## config.mk

```make
export PLATFORM = sky130hd
export DESIGN_NAME = jamma_input_scheduler_flat
export DESIGN_NICKNAME = d
export VERILOG_FILES = /design/src/rtl/jamma_input_scheduler_pkg.sv /design/src/rtl/jamma_input_scheduler_if.sv /design/src/rtl/jamma_input_scheduler_debounce.sv /design/src/rtl/jamma_input_scheduler.sv /design/src/flat_wrapper.sv
export SDC_FILE = /design/constraint.sdc
export NUM_CORES = 1
export LEC_CHECK = 0
export ABC_AREA = 1
export BUFFER_PORTS_ARGS = -buffer_cell sky130_fd_sc_hd__buf_2
export CAP_MARGIN = 20
export CELL_PAD_IN_SITES_DETAIL_PLACEMENT = 1
export CELL_PAD_IN_SITES_GLOBAL_PLACEMENT = 1
export CORE_MARGIN = 5
export CORE_UTILIZATION = 40
export DETAILED_ROUTE_END_ITERATION = 10
export PLACE_DENSITY_LB_ADDON = 0.08
export SETUP_SLACK_MARGIN = 0.1
export SLEW_MARGIN = 15
export SYNTH_ARGS = -nofsm -noshare
export SYNTH_HDL_FRONTEND = slang
export SYNTH_HIERARCHICAL = 1
export SYNTH_SLANG_ARGS = --single-unit
```

## constraint.sdc

```tcl
create_clock -name pclk -period 4.3 [get_ports pclk]
set_clock_uncertainty 0.2 [all_clocks]
set_input_delay 0.86 -clock pclk [delete_from_list [all_inputs] [get_ports pclk]]
set_output_delay 0.86 -clock pclk [all_outputs]
set_load 0.01 [all_outputs]
```

## src/rtl/jamma_input_scheduler_pkg.sv

```systemverilog
// Shared types and constants for the JAMMA input scheduler.
// Package: jamma_pkg
//   scan_state_e  : splitter scan FSM states
//   JOY_RELEASED  : idle (all released) active-low joystick word
//   COIN_RELEASED : idle active-low coin word
package jamma_pkg;

  localparam int unsigned JOY_W     = 8;
  localparam int unsigned COIN_W    = 2;
  localparam int unsigned LOCAL_W   = 6;
  localparam int unsigned SETTLE_W  = 8;
  localparam int unsigned DEB_CNT_W = 4;

  localparam logic [JOY_W-1:0]  JOY_RELEASED  = 8'hFF;
  localparam logic [COIN_W-1:0] COIN_RELEASED = 2'b11;

  typedef enum logic [1:0] {
    SETTLE_P1 = 2'd0,
    SAMPLE_P1 = 2'd1,
    SETTLE_P2 = 2'd2,
    SAMPLE_P2 = 2'd3
  } scan_state_e;

  // Settle counter load value: a settle state lasts exactly 'cycles' enabled cycles.
  function automatic logic [SETTLE_W-1:0] settle_load(input int unsigned cycles);
    return SETTLE_W'(cycles - 1);
  endfunction

endpackage

```

## src/rtl/jamma_input_scheduler_if.sv

```systemverilog
// Splitter-side and core-side signals of the JAMMA input scheduler.
//   jjoy        : shared splitter bus, active-low, valid for selected player
//   jcoin       : coin switches, active-low
//   local_joy   : on-board DB9 joystick, active-low
//   jselect     : splitter select (0 = P1, 1 = P2)
//   joystick1/2 : debounced player words, active-low
//   coin        : debounced coin level, active-low
//   frame_valid : one-cycle pulse per completed P1+P2 scan
// Modports: master = scheduler, slave = board/core environment.
interface jamma_input_scheduler_if;
  import jamma_pkg::*;

  logic [JOY_W-1:0]   jjoy;
  logic [COIN_W-1:0]  jcoin;
  logic [LOCAL_W-1:0] local_joy;
  logic               jselect;
  logic [JOY_W-1:0]   joystick1;
  logic [JOY_W-1:0]   joystick2;
  logic [COIN_W-1:0]  coin;
  logic               frame_valid;

  modport master (
    input  jjoy, jcoin, local_joy,
    output jselect, joystick1, joystick2, coin, frame_valid
  );

  modport slave (
    output jjoy, jcoin, local_joy,
    input  jselect, joystick1, joystick2, coin, frame_valid
  );

endinterface

```

## src/rtl/jamma_input_scheduler_debounce.sv

```systemverilog
// Per-channel sample debouncer: q follows raw once DEBOUNCE_SAMPLES
// consecutive identical samples have been seen.
//   pclk, Reset_n : clock, async active-low reset
//   sample_en     : one-cycle strobe, raw is captured on this edge
//   raw           : sampled word
//   q             : debounced word, resets to all-ones (released)
module jamma_debounce
  import jamma_pkg::*;
#(
  parameter int unsigned WIDTH            = 8,
  parameter int unsigned DEBOUNCE_SAMPLES = 3
) (
  input  logic             pclk,
  input  logic             Reset_n,
  input  logic             sample_en,
  input  logic [WIDTH-1:0] raw,
  output logic [WIDTH-1:0] q
);

  localparam logic [DEB_CNT_W-1:0] CNT_MAX = DEB_CNT_W'(DEBOUNCE_SAMPLES);

  logic [WIDTH-1:0]     cand_q;
  logic [DEB_CNT_W-1:0] cnt_q;
  logic [DEB_CNT_W-1:0] new_cnt_c;

  // Run length including this sample, saturating at the threshold.
  always_comb begin
    new_cnt_c = DEB_CNT_W'(1);
    if (raw == cand_q) begin
      new_cnt_c = (cnt_q >= CNT_MAX) ? CNT_MAX : cnt_q + DEB_CNT_W'(1);
    end
  end

  always_ff @(posedge pclk or negedge Reset_n) begin
    if (!Reset_n) begin
      cand_q <= '1;
      cnt_q  <= '0;
      q      <= '1;
    end else if (sample_en) begin
      cand_q <= raw;
      cnt_q  <= new_cnt_c;
      if (new_cnt_c >= CNT_MAX) begin
        q <= raw;
      end
    end
  end

endmodule

```

## src/rtl/jamma_input_scheduler.sv

```systemverilog
// Time-multiplexed JAMMA splitter scheduler: alternates jselect between
// players, waits SETTLE_CYCLES after each switch, samples the shared bus
// for one cycle and debounces P1, P2 and coin words.
//   pclk    : pixel clock
//   Reset_n : async active-low reset
//   enable  : scan advance enable; low freezes everything, frame_valid low
//   bus     : jamma_input_scheduler_if.master (splitter + core signals)
// Optional: JOY_P1_LOCAL_MERGE_EN merges local_joy into the P1 sample.
module jamma_input_scheduler
  import jamma_pkg::*;
#(
  parameter int unsigned SETTLE_CYCLES    = 8,
  parameter int unsigned DEBOUNCE_SAMPLES = 3
) (
  input  logic                   pclk,
  input  logic                   Reset_n,
  input  logic                   enable,
  jamma_input_scheduler_if.master bus
);

  localparam logic [SETTLE_W-1:0] SETTLE_LOAD = settle_load(SETTLE_CYCLES);

  scan_state_e         state_q, state_d;
  logic [SETTLE_W-1:0] settle_cnt_q, settle_cnt_d;
  logic                jselect_q, jselect_d;
  logic                frame_valid_q, frame_valid_d;
  logic                sample_p1_c;
  logic                sample_p2_c;
  logic [JOY_W-1:0]    p1_raw_c;

  // Scan FSM state and registered outputs.
  always_ff @(posedge pclk or negedge Reset_n) begin
    if (!Reset_n) begin
      state_q       <= SETTLE_P1;
      settle_cnt_q  <= SETTLE_LOAD;
      jselect_q     <= 1'b0;
      frame_valid_q <= 1'b0;
    end else begin
      state_q       <= state_d;
      settle_cnt_q  <= settle_cnt_d;
      jselect_q     <= jselect_d;
      frame_valid_q <= frame_valid_d;
    end
  end

  // Next state; everything holds when enable is low.
  always_comb begin
    state_d       = state_q;
    settle_cnt_d  = settle_cnt_q;
    jselect_d     = jselect_q;
    frame_valid_d = 1'b0;
    sample_p1_c   = 1'b0;
    sample_p2_c   = 1'b0;

    if (enable) begin
      unique case (state_q)
        SETTLE_P1: begin
          if (settle_cnt_q == '0) begin
            state_d = SAMPLE_P1;
          end else begin
            settle_cnt_d = settle_cnt_q - SETTLE_W'(1);
          end
        end
        SAMPLE_P1: begin
          sample_p1_c  = 1'b1;
          state_d      = SETTLE_P2;
          settle_cnt_d = SETTLE_LOAD;
          jselect_d    = 1'b1;
        end
        SETTLE_P2: begin
          if (settle_cnt_q == '0) begin
            state_d = SAMPLE_P2;
          end else begin
            settle_cnt_d = settle_cnt_q - SETTLE_W'(1);
          end
        end
        SAMPLE_P2: begin
          sample_p2_c   = 1'b1;
          state_d       = SETTLE_P1;
          settle_cnt_d  = SETTLE_LOAD;
          jselect_d     = 1'b0;
          frame_valid_d = 1'b1;
        end
        default: begin
          state_d      = SETTLE_P1;
          settle_cnt_d = SETTLE_LOAD;
          jselect_d    = 1'b0;
        end
      endcase
    end
  end

  // P1 raw word, optionally merged with the on-board joystick (active-low AND).
`ifdef JOY_P1_LOCAL_MERGE_EN
  assign p1_raw_c = bus.jjoy & {2'b11, bus.local_joy};
`else
  logic unused_local_joy;
  assign unused_local_joy = ^bus.local_joy;
  assign p1_raw_c = bus.jjoy;
`endif

  jamma_debounce #(
    .WIDTH            (JOY_W),
    .DEBOUNCE_SAMPLES (DEBOUNCE_SAMPLES)
  ) u_deb_p1 (
    .pclk      (pclk),
    .Reset_n   (Reset_n),
    .sample_en (sample_p1_c),
    .raw       (p1_raw_c),
    .q         (bus.joystick1)
  );

  jamma_debounce #(
    .WIDTH            (JOY_W),
    .DEBOUNCE_SAMPLES (DEBOUNCE_SAMPLES)
  ) u_deb_p2 (
    .pclk      (pclk),
    .Reset_n   (Reset_n),
    .sample_en (sample_p2_c),
    .raw       (bus.jjoy),
    .q         (bus.joystick2)
  );

  jamma_debounce #(
    .WIDTH            (COIN_W),
    .DEBOUNCE_SAMPLES (DEBOUNCE_SAMPLES)
  ) u_deb_coin (
    .pclk      (pclk),
    .Reset_n   (Reset_n),
    .sample_en (sample_p2_c),
    .raw       (bus.jcoin),
    .q         (bus.coin)
  );

  assign bus.jselect     = jselect_q;
  assign bus.frame_valid = frame_valid_q;

endmodule
```

## src/flat_wrapper.sv

```systemverilog
// flat-port wrapper written by rule: the top's interface ports become plain ports
module jamma_input_scheduler_flat import jamma_pkg::*;
#(
  parameter int unsigned SETTLE_CYCLES    = 8,
  parameter int unsigned DEBOUNCE_SAMPLES = 3
)
  (pclk, Reset_n, enable, bus_jjoy, bus_jcoin, bus_local_joy, bus_jselect, bus_joystick1, bus_joystick2, bus_coin, bus_frame_valid);
  jamma_input_scheduler_if bus_i ();
  input  logic pclk;
  input  logic Reset_n;
  input  logic enable;
  input wire logic [$bits(bus_i.jjoy)-1:0] bus_jjoy;
  input wire logic [$bits(bus_i.jcoin)-1:0] bus_jcoin;
  input wire logic [$bits(bus_i.local_joy)-1:0] bus_local_joy;
  output wire logic [$bits(bus_i.jselect)-1:0] bus_jselect;
  output wire logic [$bits(bus_i.joystick1)-1:0] bus_joystick1;
  output wire logic [$bits(bus_i.joystick2)-1:0] bus_joystick2;
  output wire logic [$bits(bus_i.coin)-1:0] bus_coin;
  output wire logic [$bits(bus_i.frame_valid)-1:0] bus_frame_valid;
  assign bus_i.jjoy = bus_jjoy;
  assign bus_i.jcoin = bus_jcoin;
  assign bus_i.local_joy = bus_local_joy;
  assign bus_jselect = bus_i.jselect;
  assign bus_joystick1 = bus_i.joystick1;
  assign bus_joystick2 = bus_i.joystick2;
  assign bus_coin = bus_i.coin;
  assign bus_frame_valid = bus_i.frame_valid;
  jamma_input_scheduler #(.SETTLE_CYCLES(SETTLE_CYCLES), .DEBOUNCE_SAMPLES(DEBOUNCE_SAMPLES)) u_core (.pclk(pclk), .Reset_n(Reset_n), .enable(enable), .bus(bus_i));
endmodule
```

==> results.md, run 1 <==
* Core area at 0.00830 sq mm
* RD Place Congestion at 0.744
* Sw frac at 40.9%
* Kind of critical path: input pin to flip-flop
* Post-DR wirelength/cell at around 14 microns
* Critical path capture point type: flip-flop
* Max-slew violation count at 0
* Tot Pwr at 2.39 mW
* Psw at 978 uW
* Final Critical Period at 2.29 ns
* Worst slack, placed at 1.66 ns
* Layout cells sized above 1 at between 20% and 30%
* Total CTS buffers at 9
* Yosys cell types at 29
* Tightest Hold Check Type: flip-flop to flip-flop
* GRT Util Overall at 18.0%
* Via/cell ratio at slightly below 5
* Nets at roughly 510
* Worst path required time at between 4 and 5 ns
* Chip Height at 103 microns
* Root Buffer: clkbuf_8
* Yosys reg bits at 60
* Reg2Reg Depth at 6
* Clk buf depth at 2
* Worst slew pin tran at 1.02 ns
* Initial antenna violation count at 0
* Sink Count at 60
* H-tree levels at 3
* Power share of the sequential group at between 40% and 50%
* Logic pwr share at 39.5%
* Number of synthesized flops with an enable pin at 0
* Max Clk Rate at about 440 MHz
* Slew margin rel. at around a third
* Leakage at 2.02 nW
* Mapped Cells at 440
* Setup TNS at 0 ns
* CTS resizes at 0
* R2R Setup Slk at 2.12 ns
* Drt total wl at slightly above 8 mm
* CP arrival at 2.35 ns
* Final Cycle Share at 53.2%
* Hold WS at about 0.26 ns
* Pwr Density at a little over 600 mW/mm^2
* Initial core utilization at 41.5%
* # Post-CTS Setup Buffers at 0
* Core Util, Final at around 47%
* Status: completed
* Post-synth top flop: dfstp_2
* Die footprint at between 0.01 and 0.015 sq mm
* Max IR drop VDD at between 0.0002 and 0.0003 V
* Ant. Diodes at 0
* Unrepaired setup endpoints after global routing: false
* Syn Area/Cell at 7.83 sq um
* R2r endpoint: u_core/u_deb_p2/q[0]
* CP max FO at 32
* Routed via count at 2,834
* Final Hold Viols at 0
* Residual DRC at 0
* CP Launch Type: input pin
* Placed Instance Area at 0.00373 sq mm
* Non-filler cells, final at 590
* Min-Delay Path Depth at 2
* Clk slew on worst S/H paths at 0.07 ns
* Antenna-violating nets left at 0
* I/O pin count at 39
* Post-Synthesis Net Count at about 470
* Placed insts at 574
* Die W at around 100 microns
* First-pass GRT wire length at 14.9 mm
* Final Cell Area at 0.00390 sq mm
* Share of the synthesized area in the top cell type at 29.7%
* Port Buffer Count at 32
* Sequential share of the synthesized area at 45.0%
* Layout Area Growth over Synthesis at 13.1%
* Internal power at around 1.4 mW
* Vias in the first global route at approximately 3,100
* Synth area leader: dfstp_2
* Clock Power Share at 19.2%
* DRT Pass-1 Iters at 4
* Yosys warns at 6
* Synth area leaders: dfstp_2, nand2_1, dfrtp_1
* Mapped Area at 0.00345 sq mm
* Max cap viols at 0
* Worst hold path endpoint: u_core/u_deb_coin/q[1]
* Setup violators final at 0
* Ys async rst share at 100%
* CTS tree: built
* Worst setup margin at just over 2 ns
* DR iter-0 viols at 67
* Rows at 33
* Pin count of the biggest net entering global routing at 35
* Gr ovfl total at 0
* FF-to-FF Start: u_core/state_q[1]
* Worst-Skew Late Latency at 0.33 ns
* Hpwl dp at 5.95 mm
* Hold path start: u_core/u_deb_coin/q[1]
* CTS Hold Bufs at 0
==> layout by cell type, fill, tap and decap left out, drive strengths merged <==
cell	instances
xor2	3
xnor2	7
o22ai	1
inv	67
nand2	170
nor3	1
buf	36
nor2	44
nand3	12
o21bai	1
clkinv	6
mux2	2
dfrtp	21
ha	9
a21oi	1
nand4	19
o21ai	32
dfstp	39
clkbuf	14
==> area by class of cell <==
cell class | count | area [sq um]
inverter | 71 | 267
fill | 1044 | 4400
tap | 105 | 131
clock buffer | 14 | 163
sequential | 60 | 1550
clock inverter | 2 | 10.0
multi-input combinational | 302 | 1590
timing repair buffer | 36 | 190
==> cell usage after synthesis (all sizes together), types with 2 or more instances <==
master / n
mux2: 2
clkbuf: 3
o21ai: 32
xnor2: 7
dfrtp: 21
ha: 9
nand2: 170
inv: 67
nand4: 19
nand3: 12
clkinv: 4
buf: 4
dfstp: 39
xor2: 3
nor2: 44
==> power groups by stage <==
stage               combinational, mW  sequential (mW)  clock (mW)
finish                          0.944            0.988       0.460
global route                     1.10             1.02       0.510
CTS                             0.965            0.991       0.478
detailed placement              0.952            0.997           0
global placement                0.900            0.983           0
floorplan                       0.743            0.969           0
==> state kept, by name (all words and copies together), names as in the netlist <==
register,count
u_core/u_deb_p2/cand_q,8
u_core/u_deb_p2/cnt_q,4
u_core/u_deb_p1/cnt_q,4
u_core/state_q,2
u_core/bus.frame_valid,1
u_core/u_deb_coin/cand_q,2
u_core/u_deb_p1/cand_q,8
u_core/u_deb_coin/cnt_q,4
u_core/u_deb_coin/q,2
u_core/u_deb_p2/q,8
u_core/bus.jselect,1
u_core/settle_cnt_q,8
u_core/u_deb_p1/q,8
==> worst max path at each step <==
stage,start,end,slack [ns],depth (start not counted)
floorplan,enable,u_core/u_deb_p2/cand_q[6],2.45,4
global placement,enable,u_core/u_deb_p2/q[7],1.71,6
detailed placement,enable,u_core/u_deb_p2/q[0],1.66,6
CTS,enable,u_core/u_deb_p2/q[0],2.02,6
global route,enable,u_core/u_deb_p2/q[1],1.78,6
finish,enable,u_core/u_deb_p2/q[0],2.01,6
==> layer usage <==
metal	share of wire, %	track usage (%)
met1	48	23.1
met2	49	30.6
met3	3.0	4.33
met4	0.45	4.48
met5	0	0
==> worst max-delay path: stages <==
cell	delay [ns]
buf_2	0.16
nand2_1	0.08
inv_1	0.74
nand4_4	0.29
nand2_1	0.14
nand2_1	0.06
==> logic make-up (layout without fill, tap and decap cells) <==
| group | Yosys count | after routing | synth area share, % |
|---|---|---|---|
| and+or+nand+nor | 246 | 246 | 34.3 |
| buffers and inverters | 78 | 123 | 8.93 |
| DFF | 60 | 60 | 45.0 |
| AOI/OAI and AO/OA | 35 | 35 | 5.30 |
| xor gates and xnor gates | 10 | 10 | 2.54 |
| adders and majority gates | 9 | 9 | 3.27 |
| muxes | 2 | 2 | 0.654 |
No activity file was read; power rests on OpenSTA's default activity.
==> run 2: changes to the inputs <==
- clock period: 4.3 -> 2.2 ns (I/O delays scaled with it)
==> results.md, run 2 (synthesized netlist as in run 1, its figures left out) <==
* Status: completed
* Routed via count at 2,801
* Initial antenna violation count at 0
* Clk buf depth at 2
* CTS resizes at 0
* Tot Pwr at about 4.8 mW
* Sw frac at 40.3%
* Hpwl dp at 5.65 mm
* Core area at ~0.0083 sq mm
* I/O pin count at 39
* Gr ovfl total at 0
* Worst path required time at 2.28 ns
* Layout cells sized above 1 at 26.7%
* Setup violators final at 0
* Fill cell count at roughly 1,100
* Internal power at 2.84 mW
* CTS tree: built
* Die footprint at 0.0106 sq mm
* Worst-Skew Late Latency at between 0.3 and 0.4 ns
* Hold path start: bus_jcoin[0]
* First-pass GRT wire length at 13.5 mm
* Register area at 0.00155 sq mm
* Multi-input gate area at ~0.0016 sq mm
* Max-slew violation count at 0
* Residual DRC at 0
* DRT Pass-1 Iters at 4
* Rows at 33
* Setup TNS at 0 ns
* CP max FO at 13
* Chip Height at ~100 microns
* Nets at 513
* Total CTS buffers at 9
* Max Clk Rate at between 500 and 600 MHz
* Worst hold path endpoint: u_core/u_deb_coin/cand_q[0]
* Final Cell Area at 0.00398 sq mm
* Final Hold Viols at 0
* Vias in the first global route at 2,940
* FF-to-FF Start: u_core/state_q[1]
* Drt total wl at 7.65 mm
* Sink Count at 60
* Max cap viols at 0
* GRT Util Overall at between 10% and 20%
* Layout Area Growth over Synthesis at 15.4%
* Root Buffer: clkbuf_8
* Clock Power Share at a little over a fifth
* Post-DR wirelength/cell at 12.9 microns
* Placed Instance Area at around 0.0038 sq mm
* Max IR drop VDD at 0.000551 V
* Power share of the sequential group at 40.6%
* Clk slew on worst S/H paths at 0.08 ns
* DR iter-0 viols at 51
* Core Util, Final at 47.9%
* CP Launch Type: flip-flop
* Initial core utilization at 41.5%
* CP max stage cell: dfrtp_1
* Crit path cell chain: inv_1 -> ha_1 -> nand2_1 -> inv_1 -> buf_4 -> nand4_1 -> nand2_1
* RD Place Congestion at 0.732
* Most frequent cells in the layout: nand2_1, inv_1, dfstp_2, buf_2, nor2_1
* Logic pwr share at a little under two fifths
* Max incr delay on CP at 0.42 ns
* Leakage at 2.07 nW
* Critical path capture point type: flip-flop
* Psw at 1.92 mW
* Final Cycle Share at 81.1%
* Antenna-violating nets left at 0
* Ant. Diodes at 0
* Unrepaired setup endpoints after global routing: false
* Placed insts at 578
* Via/cell ratio at 4.71
* Die W at 103 microns
* Final Critical Period at between 1.5 and 2 ns
* Slew margin rel. at roughly 68%
* R2r endpoint: u_core/u_deb_p1/q[0]
* R2R Setup Slk at 0.41 ns
* Tightest Hold Check Type: input pin to flip-flop
* Pwr Density at between 1000 and 1500 mW/mm^2
* H-tree levels at 3
* Min-Delay Path Depth at 3
* Kind of critical path: flip-flop to flip-flop
* Reg2Reg Depth at 7
* Non-filler cells, final at 595
* # Post-CTS Setup Buffers at 0
* CP arrival at 1.86 ns
* Pin count of the biggest net entering global routing at slightly above 60
* Port Buffer Count at 32
* Worst slew pin tran at 0.477 ns
* Leading cell type in the layout, fill and taps excluded: nand2_1
[run 2: worst max path at each step]
stage	to	cells past startpoint	slack (ns)	start
floorplan	u_core/u_deb_p1/cand_q[6]	6	0.64	u_core/state_q[1]
finish	u_core/u_deb_p1/q[0]	7	0.41	u_core/state_q[1]
global placement	u_core/u_deb_p2/q[3]	6	0.40	enable
detailed placement	u_core/u_deb_p1/q[4]	10	0.38	bus_jjoy[1]
CTS	u_core/u_deb_p1/q[1]	7	0.38	u_core/state_q[1]
global route	u_core/u_deb_p1/q[2]	7	0.21	u_core/state_q[1]
[run 2: timing repair]
item                                    4_1_cts  5_1_grt
hold endpoints to repair                     21        0
hold buffers                                  1        0
endpoints found under the setup margin        0        0
[run 2: critical path: cells and delay by family, from the launching register on]
family / cells / cell delay [ns]
and+or+nand+nor: 3 / 0.23
DFF: 1 / 0.42
adders and majority gates: 1 / 0.17
buffers and inverters: 3 / 0.70
[run 2: layout make-up]
type	count	area share (%)
multi-input cells	302	39.9
repair buffers	41	6.10
clock buffers	9	3.11
well taps	105	3.30
clock inverters	7	1.89
flip-flops and latches	60	39.0
inverters	71	6.70
[run 2: routing by layer]
layer | part of all wire (%) | global-route usage (%) | up-vias | wire [microns]
met2 | 47 | 26.8 | 28 | 3600
met5 | 0 | 0 | - | 0
met4 | 0.80 | 4.48 | 0 | 61
met3 | 3.0 | 3.11 | 7 | 231
met1 | 49 | 21.6 | 1326 | 3760
li1 | - | - | 1440 | -
[run 2: power by group through the flow]
stage,clock network [mW],logic [mW],registers (mW)
global route,1.10,2.13,1.99
floorplan,0,1.45,1.89
CTS,1.04,1.87,1.94
global placement,0,1.77,1.93
finish,1.00,1.83,1.93
detailed placement,0,1.86,1.95
[run 2: per-stage QoR]
stage          worst slack, ns  hold slack [ns]
3_3_place_gp             0.403            0.249
5_1_grt                  0.213            0.138
2_1_floorplan            0.642          -0.0556
3_5_place_dp             0.381            0.257
6_report                 0.415            0.149
4_1_cts                  0.376            0.133
